==> config.mk <==
export PLATFORM = sky130hd
export DESIGN_NAME = fetch_unit_flat
export DESIGN_NICKNAME = d
export VERILOG_FILES = /design/src/rtl/fetch_pkg.sv /design/src/rtl/fetch_if.sv /design/src/rtl/fetch_watchdog.sv /design/src/rtl/fetch_unit.sv /design/src/flat_wrapper.sv
export SDC_FILE = /design/constraint.sdc
export NUM_CORES = 1
export LEC_CHECK = 0
export CAP_MARGIN = 20
export CORE_AREA = 2 2 114 116
export CTS_CLUSTER_SIZE = 12
export DETAILED_ROUTE_END_ITERATION = 8
export DIE_AREA = 0 0 116 118
export PLACE_DENSITY_LB_ADDON = 0.05
export SYNTH_ARGS = -nofsm -noshare
export SYNTH_HDL_FRONTEND = slang
export SYNTH_SLANG_ARGS = --single-unit
==> constraint.sdc <==
create_clock -name clk -period 3.95 [get_ports clk]
set_input_delay 1.185 -clock clk [delete_from_list [all_inputs] [get_ports clk]]
set_output_delay 1.185 -clock clk [all_outputs]
set_load 0.005 [all_outputs]
==> src/rtl/fetch_pkg.sv <==
// Shared state encoding, halt-instruction constants and helpers for the fetch stage.
package fetch_pkg;

  localparam int unsigned INSTR_W         = 32;
  localparam int unsigned COUNT_W         = 32;
  localparam int unsigned STATE_W         = 3;
  localparam int unsigned TIMEOUT_DEFAULT = 16;

  localparam logic [INSTR_W-1:0] INSTR_ECALL  = 32'h0000_0073;
  localparam logic [INSTR_W-1:0] INSTR_EBREAK = 32'h0010_0073;
  localparam logic [INSTR_W-1:0] INSTR_ZERO   = 32'h0000_0000;

  // Fetch FSM state encoding; IDLE is the reset state.
  typedef logic [STATE_W-1:0] fetch_state_t;

  localparam fetch_state_t ST_IDLE  = 3'd0;
  localparam fetch_state_t ST_REQ   = 3'd1;
  localparam fetch_state_t ST_HOLD  = 3'd2;
  localparam fetch_state_t ST_DRAIN = 3'd3;
  localparam fetch_state_t ST_HALT  = 3'd4;

  // Words that stop fetching once decode has consumed them.
  function automatic logic is_halt_instr(input logic [INSTR_W-1:0] word);
    return (word == INSTR_ECALL) || (word == INSTR_EBREAK) || (word == INSTR_ZERO);
  endfunction

endpackage

==> src/rtl/fetch_if.sv <==
// Instruction-memory request/response bus between the fetch unit and imem.
interface fetch_if
  import fetch_pkg::*;
#(
  parameter int unsigned ADDR_W = 32
) ();

  logic               imem_req;
  logic [ADDR_W-1:0]  imem_addr;
  logic               imem_ack;
  logic [INSTR_W-1:0] imem_rdata;

  modport master (
    output imem_req,
    output imem_addr,
    input  imem_ack,
    input  imem_rdata
  );

  modport slave (
    input  imem_req,
    input  imem_addr,
    output imem_ack,
    output imem_rdata
  );

endinterface

==> src/rtl/fetch_watchdog.sv <==
// Counts cycles spent waiting on imem; expired is registered and rises in the
// TIMEOUT-th enabled cycle after clear, so the FSM can give up on that cycle.
module fetch_watchdog
  import fetch_pkg::*;
#(
  parameter int unsigned TIMEOUT = TIMEOUT_DEFAULT
) (
  input  logic clk,
  input  logic reset,
  input  logic clear,
  input  logic enable,
  output logic expired
);

  localparam int unsigned CNT_W = $clog2(TIMEOUT + 1);

  logic [CNT_W-1:0] count_q;
  logic [CNT_W-1:0] count_d;

  // Saturating count; clear has priority over enable.
  always_comb begin
    count_d = count_q;
    if (clear) begin
      count_d = '0;
    end else if (enable && (count_q != CNT_W'(TIMEOUT))) begin
      count_d = count_q + CNT_W'(1);
    end
  end

  always_ff @(posedge clk or negedge reset) begin
    if (!reset) begin
      count_q <= '0;
      expired <= 1'b0;
    end else begin
      count_q <= count_d;
      expired <= (count_d >= CNT_W'(TIMEOUT - 1));
    end
  end

endmodule

==> src/rtl/fetch_unit.sv <==
// Single-outstanding instruction fetch: requests pc_in from imem, holds the word
// for decode, and handles redirects, halts and memory timeouts.
module fetch_unit
  import fetch_pkg::*;
#(
  parameter int unsigned TIMEOUT = TIMEOUT_DEFAULT,
  parameter int unsigned ADDR_W  = 32
) (
  input  logic               clk,
  input  logic               reset,
  input  logic [ADDR_W-1:0]  pc_in,
  input  logic               branch,
  fetch_if.master            mem,
  output logic               instr_valid,
  output logic [INSTR_W-1:0] instr,
  output logic [ADDR_W-1:0]  instr_pc,
  input  logic               decode_ready,
  output logic               pc_advance,
  output logic               finish_flag,
  output logic               fetch_err,
  output logic [COUNT_W-1:0] retired_count
);

  fetch_state_t       state_q;
  fetch_state_t       state_d;
  logic               imem_req_q;
  logic               imem_req_d;
  logic [ADDR_W-1:0]  addr_q;
  logic [ADDR_W-1:0]  addr_d;
  logic [INSTR_W-1:0] instr_d;
  logic [ADDR_W-1:0]  instr_pc_d;
  logic               instr_valid_d;
  logic               pc_advance_d;
  logic               finish_d;
  logic               err_d;
  logic [COUNT_W-1:0] retired_d;
  logic               wd_clear;
  logic               wd_enable;
  logic               wd_expired;
  logic               consume;

  assign mem.imem_req  = imem_req_q;
  assign mem.imem_addr = addr_q;

  assign consume   = (state_q == ST_HOLD) && decode_ready;
  assign wd_enable = (state_q == ST_REQ) || (state_q == ST_DRAIN);

  fetch_watchdog #(
    .TIMEOUT (TIMEOUT)
  ) u_watchdog (
    .clk     (clk),
    .reset   (reset),
    .clear   (wd_clear),
    .enable  (wd_enable),
    .expired (wd_expired)
  );

  // Next state plus next value of every registered output.
  always_comb begin
    state_d       = state_q;
    imem_req_d    = 1'b0;
    addr_d        = addr_q;
    instr_d       = instr;
    instr_pc_d    = instr_pc;
    instr_valid_d = 1'b0;
    pc_advance_d  = 1'b0;
    finish_d      = finish_flag;
    err_d         = fetch_err;
    retired_d     = retired_count;
    wd_clear      = 1'b0;

    case (state_q)
      ST_IDLE: begin
        if (pc_in[1:0] != 2'b00) begin
          err_d   = 1'b1;
          state_d = ST_HALT;
        end else begin
          addr_d     = pc_in;
          imem_req_d = 1'b1;
          wd_clear   = 1'b1;
          state_d    = ST_REQ;
        end
      end

      ST_REQ: begin
        if (mem.imem_ack) begin
          if (branch) begin
            state_d = ST_IDLE;
          end else begin
            instr_d       = mem.imem_rdata;
            instr_pc_d    = addr_q;
            instr_valid_d = 1'b1;
            state_d       = ST_HOLD;
          end
        end else if (wd_expired) begin
          err_d   = 1'b1;
          state_d = ST_HALT;
        end else begin
          imem_req_d = 1'b1;
          if (branch) begin
            state_d = ST_DRAIN;
          end
        end
      end

      // The outstanding request stays up until acked; its data is thrown away.
      ST_DRAIN: begin
        if (mem.imem_ack) begin
          state_d = ST_IDLE;
        end else if (wd_expired) begin
          err_d   = 1'b1;
          state_d = ST_HALT;
        end else begin
          imem_req_d = 1'b1;
        end
      end

      // A consume wins over a simultaneous branch.
      ST_HOLD: begin
        if (consume) begin
          pc_advance_d = 1'b1;
          retired_d    = retired_count + COUNT_W'(1);
          if (is_halt_instr(instr)) begin
            finish_d = 1'b1;
            state_d  = ST_HALT;
          end else begin
            state_d = ST_IDLE;
          end
        end else if (branch) begin
          state_d = ST_IDLE;
        end else begin
          instr_valid_d = 1'b1;
        end
      end

      ST_HALT: begin
        state_d = ST_HALT;
      end

      default: begin
        state_d = ST_IDLE;
      end
    endcase
  end

  always_ff @(posedge clk or negedge reset) begin
    if (!reset) begin
      state_q       <= ST_IDLE;
      imem_req_q    <= 1'b0;
      addr_q        <= '0;
      instr         <= '0;
      instr_pc      <= '0;
      instr_valid   <= 1'b0;
      pc_advance    <= 1'b0;
      finish_flag   <= 1'b0;
      fetch_err     <= 1'b0;
      retired_count <= '0;
    end else begin
      state_q       <= state_d;
      imem_req_q    <= imem_req_d;
      addr_q        <= addr_d;
      instr         <= instr_d;
      instr_pc      <= instr_pc_d;
      instr_valid   <= instr_valid_d;
      pc_advance    <= pc_advance_d;
      finish_flag   <= finish_d;
      fetch_err     <= err_d;
      retired_count <= retired_d;
    end
  end

endmodule

==> src/flat_wrapper.sv <==
// flat-port wrapper written by rule: the top's interface ports become plain ports
module fetch_unit_flat import fetch_pkg::*;
#(
  parameter int unsigned TIMEOUT = TIMEOUT_DEFAULT,
  parameter int unsigned ADDR_W  = 32
)
  (clk, reset, pc_in, branch, instr_valid, instr, instr_pc, decode_ready, pc_advance, finish_flag, fetch_err, retired_count, mem_imem_req, mem_imem_addr, mem_imem_ack, mem_imem_rdata);
  fetch_if #(.ADDR_W(ADDR_W)) mem_i ();
  input  logic clk;
  input  logic reset;
  input  logic [ADDR_W-1:0] pc_in;
  input  logic branch;
  output logic instr_valid;
  output logic [INSTR_W-1:0] instr;
  output logic [ADDR_W-1:0] instr_pc;
  input  logic decode_ready;
  output logic pc_advance;
  output logic finish_flag;
  output logic fetch_err;
  output logic [COUNT_W-1:0] retired_count;
  output wire logic [$bits(mem_i.imem_req)-1:0] mem_imem_req;
  output wire logic [$bits(mem_i.imem_addr)-1:0] mem_imem_addr;
  input wire logic [$bits(mem_i.imem_ack)-1:0] mem_imem_ack;
  input wire logic [$bits(mem_i.imem_rdata)-1:0] mem_imem_rdata;
  assign mem_imem_req = mem_i.imem_req;
  assign mem_imem_addr = mem_i.imem_addr;
  assign mem_i.imem_ack = mem_imem_ack;
  assign mem_i.imem_rdata = mem_imem_rdata;
  fetch_unit #(.TIMEOUT(TIMEOUT), .ADDR_W(ADDR_W)) u_core (.clk(clk), .reset(reset), .pc_in(pc_in), .branch(branch), .mem(mem_i), .instr_valid(instr_valid), .instr(instr), .instr_pc(instr_pc), .decode_ready(decode_ready), .pc_advance(pc_advance), .finish_flag(finish_flag), .fetch_err(fetch_err), .retired_count(retired_count));
endmodule
==> results.yml, run 1 <==
timing:
  timing.fmax_mhz: 354
  worst_pin_slew_ns: 0.827
  setup_tns_ns: 0
  finalHoldViolations: 0
  clock_skew_ns: 0.00473
  rsz0062_at_grt: "false"
  maxSlewHeadroom_pct: 44.7
  finalCritPeriodShare_pct: 71.5
  maxSlewViolCount: 0
  min_period_ns: 2.82
  setup_viol: 0
layout:
  fin_nets: 757
  syn2layout_area_growth_pct: 47.3
  drive_above_1_share_pct: 14.8
  layoutNonFillerInstCount: 871
worst_setup_path:
  crit_path_end_kind: "register"
  crit_path_cell_trace: "clkdlybuf4s50_1 > and4bb_4 > nand4_1 > nor4_1 > xor2_1"
  worst_ep_required_time_ns: 4.28
  crit_path_start_kind: "input port"
  cp_num_buf_inv: 1
  cpMaxStageDelayCell: "clkdlybuf4s50_1"
  crit_path_max_fanout: 12
  arrival_ns: 3.16
  cp_top_family: "simple AND/OR/NAND/NOR gates"
  crit_type: "input port to register"
  max_stage_delay_ns: 0.49
clock_tree:
  cts_tree: "yes"
  numCtsBuffers: 17
  clk_latency_ns: 0.41
  htree_num_levels: 4
  cts_buffer_depth: 2
  post_cts_buffers: 0
  root_buffer: "clkbuf_16"
  cts_sinks: 142
  hold_buffers: 0
  cts_resized: 0
  path_clk_slew_ns: 0.05
synth:
  yosysMostFrequentCell: "dfrtp_1"
  ys.warnings.count: 0
  synth_largest_area_cell: "dfrtp_1"
  synth_commonest_cells: "dfrtp_1, nand2_1, mux2_2, xor2_1, nor4_1"
  synth_area_leaders: "dfrtp_1, mux2_2, nand2_1"
  ys_types: 37
  synth_edf_count: 0
  synth_top_area_share_pct: 61.0
  synth.net_count: 555
  ys_ff_latch: 142
  ys_async_sr_fraction_pct: 100
  syn_avg_cell_area_sq_um: 12.1
  syn_area_sq_um: 5830
  ys.flop_type: "dfrtp_1"
  postSynthCellCount: 483
  yosysSeqAreaShare_pct: 61.0
die:
  core-area_sq_um: 12400
  die-height_um: 118
  die_area_sq_um: 13700
  std_cell_rows: 41
  io_pins: 202
  start_util_pct: 46.9
  die_w_um: 116
place:
  io_buffers: 201
  dp_cells: 838
  place_congestion: 0.776
  hpwl_um: 9460
drt:
  wl_per_cell_um: 15.5
  drt_iter0_markers: 235
  vias: 4284
  avgViaCountPerCell: 4.92
  antenna_left: 0
  dr.pass1.iters: 4
  drc: 0
  routed_wl_um: 13500
outcome:
  outcome: "finished clean"
power:
  ir_drop_mv: 0.319
  totalPowerFinal_mw: 4.33
  leakagePower_nw: 4.09
  powerDensity_nw_per_um2: 505
worst_hold_path:
  hold_path.class: "register to register"
global_route:
  overflow: 0
  antenna_found_initial: 1
  grt_pass1_wl_um: 22400
  grt_max_degree: 85
  grt.total_usage_pct: 21.2
  grt_pass1_vias: 4432
job:
  cap_violations: 0
[layout make-up]
| class | count | area [sq um] |
|---|---|---|
| well taps | 172 | 215 |
| fillers | 935 | 3830 |
| repair buffers | 205 | 2080 |
| clock inverters | 6 | 80.1 |
| diodes | 1 | 2.50 |
| multi-input cells | 311 | 2110 |
| flip-flops and latches | 142 | 3550 |
| inverters | 8 | 30.0 |
| clock buffers | 26 | 509 |
[registers in the layout, summed over array words and instances, names as in the netlist, 3 cells and up]
signal	cells
u_core.instr	32
u_core.state_q	3
u_core.instr_pc	32
u_core.u_watchdog.count_q	5
u_core.mem.imem_addr	32
u_core.retired_count	32
[kinds of logic (layout without fill, tap and decap cells)]
logic type	Yosys count	after routing	synth area share, %
AOI/OAI and AO/OA	16	16	1.91
xor gates and xnor gates	35	35	5.26
adders and majority gates	3	3	0.644
buffers and inverters	30	245	3.01
DFF	142	142	61.0
muxes	66	66	12.7
other	0	1	0
and+or+nand+nor	191	191	15.5
[path summary, 6_finish.rpt]
path	from	end	slack (ns)	cells after the start
worst min register to register	u_core.finish_flag$_DFFE_PN0P_	u_core.finish_flag$_DFFE_PN0P_	0.47	1
worst min-delay path	u_core.finish_flag$_DFFE_PN0P_	u_core.finish_flag$_DFFE_PN0P_	0.47	1
worst max register to register	u_core.state_q[2]$_DFFE_PN0P_	u_core.retired_count[16]$_DFFE_PN0P_	1.74	4
worst max-delay path	decode_ready	u_core.retired_count[16]$_DFFE_PN0P_	1.13	5
max in group asynchronous	reset	u_core.instr_pc[25]$_DFFE_PN0P_	2.37	2
min in group asynchronous	reset	u_core.retired_count[6]$_DFFE_PN0P_	0.81	1
[cells in the final DEF (no fill, tap or decap), drive strengths merged, types with 2 or more instances in the layout]
cell type	synthesis	routed
a21oi	5	5
and2	5	5
and3	4	4
and4	4	4
buf	15	5
bufinv	0	2
clkbuf	7	26
clkdlybuf4s50	0	200
clkinv	0	4
dfrtp	142	142
ha	3	3
inv	8	8
mux2	65	65
nand2	104	104
nand3	10	10
nand4	11	11
nor2	15	15
nor3	9	9
nor4	19	19
o21ai	4	4
or2	2	2
xnor2	13	13
xor2	22	22
[per-stage QoR]
step | hold slack, ns | cell area [sq um] | util, % | setup slack (ns)
4_1_cts | 0.472 | 8580 | 69.1 | 1.16
2_1_floorplan | 0.457 | 5830 | - | 1.66
3_3_place_gp | 0.450 | 7990 | 64.4 | 0.784
5_1_grt | 0.501 | 8580 | 69.1 | 0.949
6_report | 0.472 | 8580 | 69.1 | 1.13
3_5_place_dp | 0.452 | 7990 | 64.4 | 0.727
[layer usage]
metal | up-vias | GRT usage (%) | part of all wire, %
met5 | - | 0 | 0
met4 | 0 | 7.74 | 1.3
met3 | 14 | 7.05 | 6.3
met2 | 124 | 34.9 | 51
met1 | 2086 | 25.7 | 42
li1 | 2060 | - | -
[report_power, final]
group	switching [mW]	internal [mW]	leakage (nW)
clock	0.557	1.01	0.294
sequential	0.197	1.69	1.91
combinational	0.330	0.554	1.88
Note: power is estimated with default switching activity, not from simulation.
==> inputs of run 2 (changes only) <==
CORE_AREA = 2 2 123 125   (was 2 2 114 116)
DIE_AREA = 0 0 125 127   (was 0 0 116 118)
clock period = 2.3 ns   (was 3.95 ns; I/O delays follow)
==> run 2 against run 1 <==
First-iteration DRC count down 26%; sequential share of layout area down 0.85 points; critical path depth down 4; register-to-register slack worse by 1.2 ns; sequential power up 71%; combinational power up 78%; critical endpoint is now retired_count[24].
==> results.yml, run 2 (synthesis gave the netlist of run 1 again) <==
outcome:
  outcome: "finished clean"
timing:
  setup_tns_ns: 0
  rsz0062_at_grt: "false"
  maxSlewHeadroom_pct: 66.7
  finalHoldViolations: 0
  setup_viol: 0
  min_period_ns: 2.13
  maxSlewViolCount: 0
  worst_pin_slew_ns: 0.493
  timing.fmax_mhz: 469
  finalCritPeriodShare_pct: 92.8
  clock_skew_ns: 0.00706
layout:
  fin_util_pct: 60.8
  syn2layout_area_growth_pct: 50.4
  antenna_cells: 0
  drive_above_1_share_pct: 16.6
  layout_commonest_cell: "clkdlybuf4s50_1"
  fin_nets: 768
  layoutNonFillerInstCount: 893
  final_cell_mix: "clkdlybuf4s50_1, dfrtp_1, nand2_1, mux2_2, xor2_1"
global_route:
  grt.total_usage_pct: 18.2
  grt_pass1_vias: 4520
  overflow: 0
  grt_pass1_wl_um: 23100
  antenna_found_initial: 0
  grt_max_degree: 50
place:
  hpwl_um: 9720
  dp_cells: 861
  place_congestion: 0.754
  io_buffers: 201
clock_tree:
  cts_buffer_depth: 2
  numCtsBuffers: 17
  post_cts_buffers: 0
  path_clk_slew_ns: 0.06
  root_buffer: "clkbuf_16"
  cts_sinks: 142
  htree_num_levels: 4
  cts_resized: 0
  cts_tree: "yes"
  clk_latency_ns: 0.41
  hold_buffers: 0
power:
  power_frac_comb_pct: 20.5
  internal_power_mw: 5.75
  powerDensity_nw_per_um2: 875
  totalPowerFinal_mw: 7.67
  p_clk_share_pct: 37.6
  ir_drop_mv: 0.549
  p_switching_mw: 1.92
  p_seq_share_pct: 41.9
  swShare_pct: 25.0
  leakagePower_nw: 4.17
die:
  die_area_sq_um: 15900
  std_cell_rows: 44
  start_util_pct: 40.4
  die_w_um: 125
  core-area_sq_um: 14400
  io_pins: 202
  die-height_um: 127
drt:
  drc: 0
  antenna_left: 0
  avgViaCountPerCell: 4.87
  wl_per_cell_um: 15.7
  drt_iter0_markers: 174
  vias: 4353
  dr.pass1.iters: 4
  routed_wl_um: 14000
job:
  cap_violations: 0
worst_setup_path:
  crit_path_start_kind: "register"
  crit_path_max_fanout: 7
  arrival_ns: 1.44
  crit_path_cell_trace: "clkdlybuf4s50_1"
  cp_top_family: "buffers and inverters"
  crit_type: "register to output pin"
  crit_path_end_kind: "output pin"
  max_stage_delay_ns: 0.56
  cpMaxStageDelayCell: "clkdlybuf4s50_1"
  worst_ep_required_time_ns: 1.61
  cp_num_buf_inv: 1
worst_hold_path:
  hold_path.class: "input port to asynchronous set/reset pin"
run 2: cell types whose count changed in the layout (fill, tap and decap cells not counted), sizes merged:
cell | previous run | this run
diode | 1 | 0
buf | 5 | 16
bufinv | 2 | 3
clkinv | 4 | 3
clkbuf | 26 | 23
clkinvlp | 0 | 2
inv | 8 | 9
run 2: metrics by stage:
step	worst slack (ns)	hold WS, ns	cell area (sq um)
global route	0.105	0.227	8760
detailed placement	-0.0549	0.477	8130
floorplan	0.510	0.394	5830
finish	0.167	0.223	8760
CTS	0.125	0.223	8760
global placement	0.0274	0.455	8130
run 2: worst paths after layout:
| path | end | depth (start not counted) | slack, ns | startpoint |
|---|---|---|---|---|
| max | retired_count[24] | 1 | 0.17 | u_core.retired_count[24]$_DFFE_PN0P_ |
| min | u_core.retired_count[28]$_DFFE_PN0P_ | 1 | 0.22 | reset |
| max reg2reg | u_core.retired_count[22]$_DFFE_PN0P_ | 5 | 0.55 | u_core.state_q[0]$_DFFE_PN0P_ |
| min reg2reg | u_core.fetch_err$_DFFE_PN0P_ | 2 | 0.47 | u_core.fetch_err$_DFFE_PN0P_ |
| max in group asynchronous | u_core.instr[26]$_DFFE_PN0P_ | 2 | 1.45 | reset |
| min in group clk | u_core.fetch_err$_DFFE_PN0P_ | 2 | 0.47 | u_core.fetch_err$_DFFE_PN0P_ |
run 2: final cells by class:
| type | count | area, sq um |
|---|---|---|
| clock buffers | 23 | 508 |
| clock inverters | 9 | 129 |
| fillers | 1168 | 5660 |
| inverters | 8 | 30.0 |
| multi-input cells | 311 | 2110 |
| flip-flops and latches | 142 | 3550 |
| well taps | 184 | 230 |
| repair buffers | 216 | 2200 |
run 2: power by group through the flow:
stage	combinational (mW)	clock [mW]	sequential, mW
final	1.57	2.89	3.21
after global placement	1.58	0	3.22
after CTS	1.61	2.97	3.21
after floorplan	0.548	0	3.22
after global routing	1.75	3.08	3.28
after detailed placement	1.60	0	3.25
run 2: metal layers:
| layer | GRT usage [%] | share of wire [%] |
|---|---|---|
| met1 | 22.4 | 42 |
| met2 | 30.4 | 50 |
| met3 | 6.24 | 6.8 |
| met4 | 5.88 | 1.1 |
| met5 | 0 | 0 |
==> inputs of run 3 (changes only) <==
PLACE_DENSITY = 0.87   (was unset)
PLACE_DENSITY_LB_ADDON = unset   (was 0.05)
RECOVER_POWER = 100   (was unset)
==> run 3 against run 2 <==
Routed wire length decreased by 0.37%; design area decreased by 2.0%; sequential power hardly changed; via count increased by 2.0%; power shrank 6.5%.
==> results.yml, run 3 (synthesis gave the netlist of run 1 again) <==
outcome:
  outcome: "finished clean"
clock_tree:
  clk_latency_ns: 0.41
  post_cts_buffers: 0
  path_clk_slew_ns: 0.06
  numCtsBuffers: 17
  cts_tree: "yes"
  cts_resized: 0
  htree_num_levels: 4
  root_buffer: "clkbuf_16"
  cts_buffer_depth: 2
  cts_sinks: 142
  hold_buffers: 0
global_route:
  grt.total_usage_pct: 18.3
  grt_max_degree: 53
  antenna_found_initial: 2
  overflow: 0
  grt_pass1_vias: 4556
  grt_pass1_wl_um: 23200
worst_setup_path:
  crit_cells: 1
  crit_path_max_fanout: 6
  worst_ep_required_time_ns: 1.61
  max_stage_delay_ns: 0.61
  crit_path_start_kind: "register"
  rr_worst_depth: 4
  crit_type: "register to output pin"
  cp_top_family: "buffers and inverters"
  cpMaxStageDelayCell: "dlygate4sd3_1"
  arrival_ns: 1.46
  cp_num_buf_inv: 1
  crit_path_cell_trace: "dlygate4sd3_1"
  crit_path_end_kind: "output pin"
drt:
  avgViaCountPerCell: 4.98
  drt_iter0_markers: 185
  dr.pass1.iters: 5
  drc: 0
  wl_per_cell_um: 15.7
  routed_wl_um: 14000
  vias: 4438
  antenna_left: 0
die:
  die-height_um: 127
  std_cell_rows: 44
  core-area_sq_um: 14400
  start_util_pct: 40.4
  die_w_um: 125
  io_pins: 202
  die_area_sq_um: 15900
layout:
  antenna_cells: 0
  layout_commonest_cell: "dfrtp_1"
  fin_nets: 768
  final_cell_mix: "dfrtp_1, dlygate4sd3_1, nand2_1, mux2_2, clkdlybuf4s50_1"
  syn2layout_area_growth_pct: 47.4
  drive_above_1_share_pct: 15.3
worst_hold_path:
  min_delay_path_depth: 2
  hold_path.class: "register to register"
timing:
  setup_tns_ns: 0
  finalHoldViolations: 0
  min_period_ns: 2.15
  maxSlewViolCount: 0
  finalCritPeriodShare_pct: 93.5
  timing.fmax_mhz: 465
  rsz0062_at_grt: "false"
  fin_hold_ws_ns: 0.462
  maxSlewHeadroom_pct: 24.4
  clock_skew_ns: 0.00561
  setup_viol: 0
  worst_pin_slew_ns: 1.13
power:
  powerDensity_nw_per_um2: 834
  leakagePower_nw: 4.47
  ir_drop_mv: 0.467
place:
  io_buffers: 201
  place_congestion: 0.789
  hpwl_um: 10100
job:
  cap_violations: 0
## run 3: where the power goes
group / leakage (nW) / internal, mW / switching [mW]
combinational: 2.29 / 0.826 / 0.567
sequential: 1.91 / 2.90 / 0.327
clock: 0.274 / 1.58 / 0.970
total: 4.47 / 5.30 / 1.86
## run 3: path summary, 6_finish.rpt
kind / end / from / slack, ns
max in group asynchronous: u_core.instr_pc[9]$_DFFE_PN0P_ / reset / 0.46
worst min-delay path: u_core.fetch_err$_DFFE_PN0P_ / u_core.fetch_err$_DFFE_PN0P_ / 0.46
worst min register to register: u_core.fetch_err$_DFFE_PN0P_ / u_core.fetch_err$_DFFE_PN0P_ / 0.46
min in group asynchronous: u_core.instr[14]$_DFFE_PN0P_ / reset / 0.50
worst max register to register: u_core.instr_pc[4]$_DFFE_PN0P_ / u_core.state_q[2]$_DFFE_PN0P_ / 0.24
worst max-delay path: retired_count[3] / u_core.retired_count[3]$_DFFE_PN0P_ / 0.15
## run 3: layout make-up
class	instances	area (sq um)
Clock buffer	23	488
Sequential cell	142	3550
Inverter	8	30.0
Clock inverter	7	62.6
Multi-Input combinational cell	311	2110
Fill cell	1209	5830
Tap cell	184	230
Timing Repair Buffer	216	2120
## run 3: through the flow
stage,worst slack [ns],total power [mW],utilization [%],std cells,instance area [sq um]
floorplan,0.510,3.77,-,483,5830
global placement,0.0723,4.79,56.3,861,8130
detailed placement,0.0130,4.85,56.3,861,8130
CTS,0.165,7.44,60.2,891,8680
global route,0.0831,7.59,59.6,891,8590
finish,0.150,7.17,59.6,891,8590
## run 3: per-layer routing
layer	share of wire (%)	routed length, um	GRT usage [%]
met3	6.2	862	6.24
met5	0.093	13	0
met2	49	6860	28.8
met4	1.9	270	6.93
met1	43	5970	23.5
